`config.mk`:
```
export PLATFORM = sky130hd
export DESIGN_NAME = adder_arbiter
export DESIGN_NICKNAME = d
export VERILOG_FILES = /design/src/rtl/adder_arbiter.sv
export SDC_FILE = /design/constraint.sdc
export NUM_CORES = 1
export LEC_CHECK = 0
export BUFFER_PORTS_ARGS = -buffer_cell sky130_fd_sc_hd__buf_2
export CORE_AREA = 3 3 342 344
export CTS_CLUSTER_SIZE = 14
export DETAILED_ROUTE_END_ITERATION = 12
export DIE_AREA = 0 0 345 347
export PLACE_DENSITY = 0.45
export SLEW_MARGIN = 20
export SYNTH_ARGS = -nofsm -noshare
export SYNTH_HDL_FRONTEND = slang
export SYNTH_SLANG_ARGS = --single-unit
```
`constraint.sdc`:
```
create_clock -name clk -period 7.35 [get_ports clk]
set_input_delay 0.3675 -clock clk [delete_from_list [all_inputs] [get_ports clk]]
set_output_delay 0.3675 -clock clk [all_outputs]
set_load 0.05 [all_outputs]
```
`src/rtl/adder_arbiter.sv`:
```
// Round-robin arbiter time-sharing one WIDTH-bit adder among four requesters.
// Two register stages (operands, then sum); the response path has no backpressure.
module adder_arbiter #(
   parameter int WIDTH = 95,
   parameter int NREQ  = 4
) (
   input  logic                    clk,
   input  logic                    rst_n,
   input  logic [NREQ-1:0]         req_valid,
   input  logic [NREQ*WIDTH-1:0]   req_a,
   input  logic [NREQ*WIDTH-1:0]   req_b,
   output logic [NREQ-1:0]         req_ready,
   output logic                    resp_valid,
   output logic [1:0]              resp_id,
   output logic [WIDTH:0]          resp_sum,
   output logic [1:0]              inflight
);

   logic [1:0]       r_last;
   logic [NREQ-1:0]  w_grant;
   logic [1:0]       w_gnt_id;
   logic [1:0]       w_cand;
   logic             w_found;
   logic [WIDTH-1:0] w_a;
   logic [WIDTH-1:0] w_b;
   logic             w_xfer;

   logic             r_s1_vld;
   logic [WIDTH-1:0] r_s1_a;
   logic [WIDTH-1:0] r_s1_b;
   logic [1:0]       r_s1_id;
   logic             r_s2_vld;
   logic [WIDTH:0]   r_s2_sum;
   logic [1:0]       r_s2_id;
   logic [1:0]       r_inflight;

   // Search starts one past the last winner; the 2-bit candidate wraps 3->0.
   always_comb begin
      w_grant  = '0;
      w_gnt_id = '0;
      w_cand   = '0;
      w_found  = 1'b0;
      for (int k = 1; k <= NREQ; k++) begin
         w_cand = r_last + 2'(k);
         if (!w_found && req_valid[w_cand]) begin
            w_found  = 1'b1;
            w_gnt_id = w_cand;
         end
      end
      if (w_found && rst_n) begin
         w_grant[w_gnt_id] = 1'b1;
      end
   end

   always_comb begin
      w_a = '0;
      w_b = '0;
      for (int i = 0; i < NREQ; i++) begin
         if (w_grant[i]) begin
            w_a = req_a[i*WIDTH +: WIDTH];
            w_b = req_b[i*WIDTH +: WIDTH];
         end
      end
   end

   assign req_ready = w_grant;
   assign w_xfer    = |w_grant;

   always_ff @(posedge clk or negedge rst_n) begin
      if (!rst_n) begin
         r_last <= 2'd3;
      end else if (w_xfer) begin
         r_last <= w_gnt_id;
      end
   end

   always_ff @(posedge clk or negedge rst_n) begin
      if (!rst_n) begin
         r_s1_vld <= 1'b0;
         r_s1_a   <= '0;
         r_s1_b   <= '0;
         r_s1_id  <= '0;
      end else begin
         r_s1_vld <= w_xfer;
         if (w_xfer) begin
            r_s1_a  <= w_a;
            r_s1_b  <= w_b;
            r_s1_id <= w_gnt_id;
         end
      end
   end

   // Sum and id only load on a valid stage-1 so they hold between responses.
   always_ff @(posedge clk or negedge rst_n) begin
      if (!rst_n) begin
         r_s2_vld <= 1'b0;
         r_s2_sum <= '0;
         r_s2_id  <= '0;
      end else begin
         r_s2_vld <= r_s1_vld;
         if (r_s1_vld) begin
            r_s2_sum <= {1'b0, r_s1_a} + {1'b0, r_s1_b};
            r_s2_id  <= r_s1_id;
         end
      end
   end

   always_ff @(posedge clk or negedge rst_n) begin
      if (!rst_n) begin
         r_inflight <= '0;
      end else begin
         case ({w_xfer, r_s2_vld})
            2'b10:   r_inflight <= r_inflight + 2'd1;
            2'b01:   r_inflight <= r_inflight - 2'd1;
            default: r_inflight <= r_inflight;
         endcase
      end
   end

   assign resp_valid = r_s2_vld;
   assign resp_id    = r_s2_id;
   assign resp_sum   = r_s2_sum;
   assign inflight   = r_inflight;

endmodule

```
==> impl_metrics.csv <==
group,metric,value,unit
run,max-cap-violations,0,
global_route,overflow,0,
min_path,hold_class,"in2reg",
logic_synthesis,ys.flop_type,"dfrtp_1",
min_path,hold_start,"req_a[369]",
route,ant_nets,0,
sta,tightest_slew,1.03,ns
cells_and_area,design_area,29800,µm²
worst_setup_path,endpoint_kind,"output pin",
cells_and_area,drive_gt1_frac,0.313,
global_route,grtUsageTotal,0.166,
sta,slew_violations,0,
placed_design,dpl_cell_area,26600,µm²
logic_synthesis,synth_cell_types,82,
power,peakVddDrop,168,µV
run_status,outcome,"finished clean",
cells_and_area,final_net_count,4289,
logic_synthesis,async_flop_share,1.00,
sta,whs,0.0545,ns
worst_setup_path,r2r_start,"r_s1_a[0]$_DFFE_PN0P_",
clock_network,clk_pin_slew_worst_paths,0.06,ns
clock_network,cts_tree,"yes",
power,power.total,11.8,mW
worst_setup_path,r2r_setup_slack,3.25,ns
die,die_height,347,µm
logic_synthesis,yosys.area.top_type,"dfrtp_1",
cells_and_area,fin_util,0.261,
route,drt-initial-drc-count,1420,
worst_setup_path,cpMaxStageDelayCell,"o21a_4",
placed_design,post-dp-hpwl,83300,µm
die,start_util,0.183,
logic_synthesis,synth.avg_cell_area,8.30,µm²
power,p_int,6.00,mW
die,std_cell_rows,124,
clock_network,numCtsBuffers,42,
logic_synthesis,synth_top_cell_area_share,0.352,
placed_design,port_buffers,870,
clock_network,ctsResizeCount,0,
route,avgViaCountPerCell,4.69,
die,die_area,120000,µm²
worst_setup_path,crit_chain,"inv_1 > o21ai_0 > o21a_4 > nand2_1 > nor2_4 > buf_12 > buf_2",
global_route,grt_pass1_wl,153000,µm
logic_synthesis,postSynthCellCount,2516,
logic_synthesis,synth_edf_count,0,
logic_synthesis,synthMuxAreaShare,0.0440,
sta,rsz0062_at_grt,"no",
die,coreArea,114000,µm²
worst_setup_path,reg2regPathDepth,12,
power,p_sw_frac,0.492,
logic_synthesis,synth_common_cells,"a21oi_1, nand2_1, dfrtp_1",
sta,period_needed,4.49,ns
sta,finClkSkew,0.0265,ns
logic_synthesis,synth.most_common_cell,"a21oi_1",
power,p_leak,13.5,nW
clock_network,cts_setup_buffers,0,
die,die_w,345,µm
worst_setup_path,arrival,4.12,ns
logic_synthesis,syn_area,20900,µm²
route,drc_errors,0,
clock_network,cts-root-buf,"clkbuf_16",
worst_setup_path,cp_data_required_time,6.98,ns
route,wl,105000,µm
min_path,hold_depth,2,
worst_setup_path,worstSetupPathType,"reg2out",
sta,setup-violations-final,0,
power,seq_power_share,0.228,
route,drtPass1Iterations,8,
clock_network,cts.path.max_buffers,3,
logic_synthesis,synthSimpleGateAreaFrac,0.144,
logic_synthesis,synth_compound_area_frac,0.320,
global_route,grt_pass1_vias,23500,
die,io_pins,871,
worst_setup_path,path_max_fanout,108,
logic_synthesis,ys_seq_area_frac,0.355,
route,dr_total_vias,23300,
power,powerDensity,396,nW/µm²
logic_synthesis,yosys_warnings,0,
sta,relSlewSlack,0.293,
logic_synthesis,yosys.area_share.adder,0.0585,
power,pwr-share-comb,0.589,
sta,fmax,223,MHz
logic_synthesis,synth.net_count,3379,
global_route,antenna_found_initial,1,
logic_synthesis,synth_seq_cells,296,
sta,final.period_utilization,0.611,
route,post_drt_wl_per_cell,21.1,µm
global_route,grt_max_degree,112,
clock_network,clkLatencyLatePin,0.60,ns
min_path,holdPathEnd,"r_s1_a[84]$_DFFE_PN0P_",
power,power.switching,5.81,mW
cells_and_area,syn2layout_area_growth,42.8,%
worst_setup_path,timing.rr.end,"resp_sum[84]$_DFFE_PN0P_",
logic_synthesis,synth_xor_area_frac,0.0335,
clock_network,cts_sinks,296,
logic_synthesis,synthTopCellsByArea,"dfrtp_1, a221o_1, a21oi_1",
placed_design,gp_congestion,0.847,
sta,finalSetupTns,0,ns
worst_setup_path,start_kind,"flop",
worst_setup_path,critical-path-max-stage-delay,0.78,ns
power,p_clk_frac,0.183,
clock_network,htree_levels,2,
logic_synthesis,synth_top_family_by_area,"compound AO/OA/AOI/OAI gates",
sta,final-hold-violation-count,0,
metrics by stage:
stage	setup slack (ns)	cells
floorplan	4.33	2516
global placement	3.09	4719
detailed placement	3.12	4719
CTS	2.75	4971
global route	2.53	4972
finish	2.86	4972
area by class of cell:
type                       count  area (µm²)
multi-input combinational   1973       12600
fill                       12700       84400
inverter                      44         165
sequential                   296        7410
clock inverter                17         204
antenna                        1        2.50
tap                         1512        1890
clock buffer                  60        1240
timing repair buffer        1069        6320
logic make-up (layout without fill, tap and decap cells):
family | count (synthesis) | after routing
other | 0 | 1
buffers and inverters | 247 | 1190
xor gates and xnor gates | 80 | 80
DFF | 296 | 296
and+or+nand+nor | 713 | 713
adders and majority gates | 97 | 97
muxes | 82 | 82
AOI/OAI and AO/OA | 1001 | 1001
per-layer routing:
| metal | wire length, µm | vias to the layer above | global-route usage |
|---|---|---|---|
| met1 | 46500 | 11300 | 0.218 |
| met3 | 5730 | 115 | 0.0301 |
| met4 | 2700 | 0 | 0.0490 |
| met2 | 50000 | 754 | 0.278 |
| li1 | - | 11200 | - |
| met5 | 0 | - | 0 |
worst max-delay path by stage:
stage               slack [ns]  cells past startpoint                  start                        to
floorplan                 4.33                     12  r_s1_a[0]$_DFFE_PN0P_  resp_sum[70]$_DFFE_PN0P_
global placement          3.09                     12  r_s1_a[0]$_DFFE_PN0P_  resp_sum[84]$_DFFE_PN0P_
detailed placement        3.12                     12  r_s1_a[0]$_DFFE_PN0P_  resp_sum[84]$_DFFE_PN0P_
CTS                       2.75                      7  r_last[0]$_DFFE_PN1P_              req_ready[3]
global route              2.53                      7  r_last[0]$_DFFE_PN1P_              req_ready[3]
finish                    2.86                      7  r_last[0]$_DFFE_PN1P_              req_ready[3]
worst max-delay path, delay by kind of cell, from the launching register on:
kind,cells,cell delay (ns)
buffers and inverters,3,0.87
AO/OA/AOI/OAI,2,1.01
flip-flops,1,0.54
AND/OR/NAND/NOR,2,1.00
what timing repair did:
item,in CTS,in global routing
setup endpoints to repair,0,0
hold buffers,175,0
endpoints found under the hold margin,202,0
cells in the final DEF (no fill, tap or decap), types with 7 or more instances in the layout:
cell,count
o21bai_1,25
clkbuf_16,43
dlygate4sd3_1,175
buf_4,22
xor2_1,30
nor2_1,263
clkbuf_1,7
a21oi_1,330
o21a_1,12
clkbuf_8,10
o31ai_1,12
dfrtp_1,293
a31oi_1,12
nor3_1,29
nand4_1,45
buf_2,869
o2111ai_1,7
and3_1,7
o21ai_0,249
mux2_2,79
clkinv_2,7
nand2_1,304
a221o_1,192
ha_1,96
inv_1,44
o211ai_1,9
a21o_1,60
xnor2_1,50
nand3_1,22
registers in the layout, indices dropped and copies added (netlist names), 2 cells and up:
| signal | count |
|---|---|
| inflight | 2 |
| resp_id | 2 |
| r_s1_b | 95 |
| r_last | 2 |
| resp_sum | 96 |
| r_s1_a | 95 |
| r_s1_id | 2 |
power by group through the flow:
stage / sequential (mW) / clock [mW] / combinational, mW
final: 2.69 / 2.16 / 6.95
after global routing: 2.78 / 2.31 / 7.60
after CTS: 2.71 / 2.24 / 7.03
after detailed placement: 2.73 / 0 / 6.90
after global placement: 2.71 / 0 / 6.93
after floorplan: 3.54 / 0 / 3.75
Note: power is estimated with default switching activity, not from simulation.
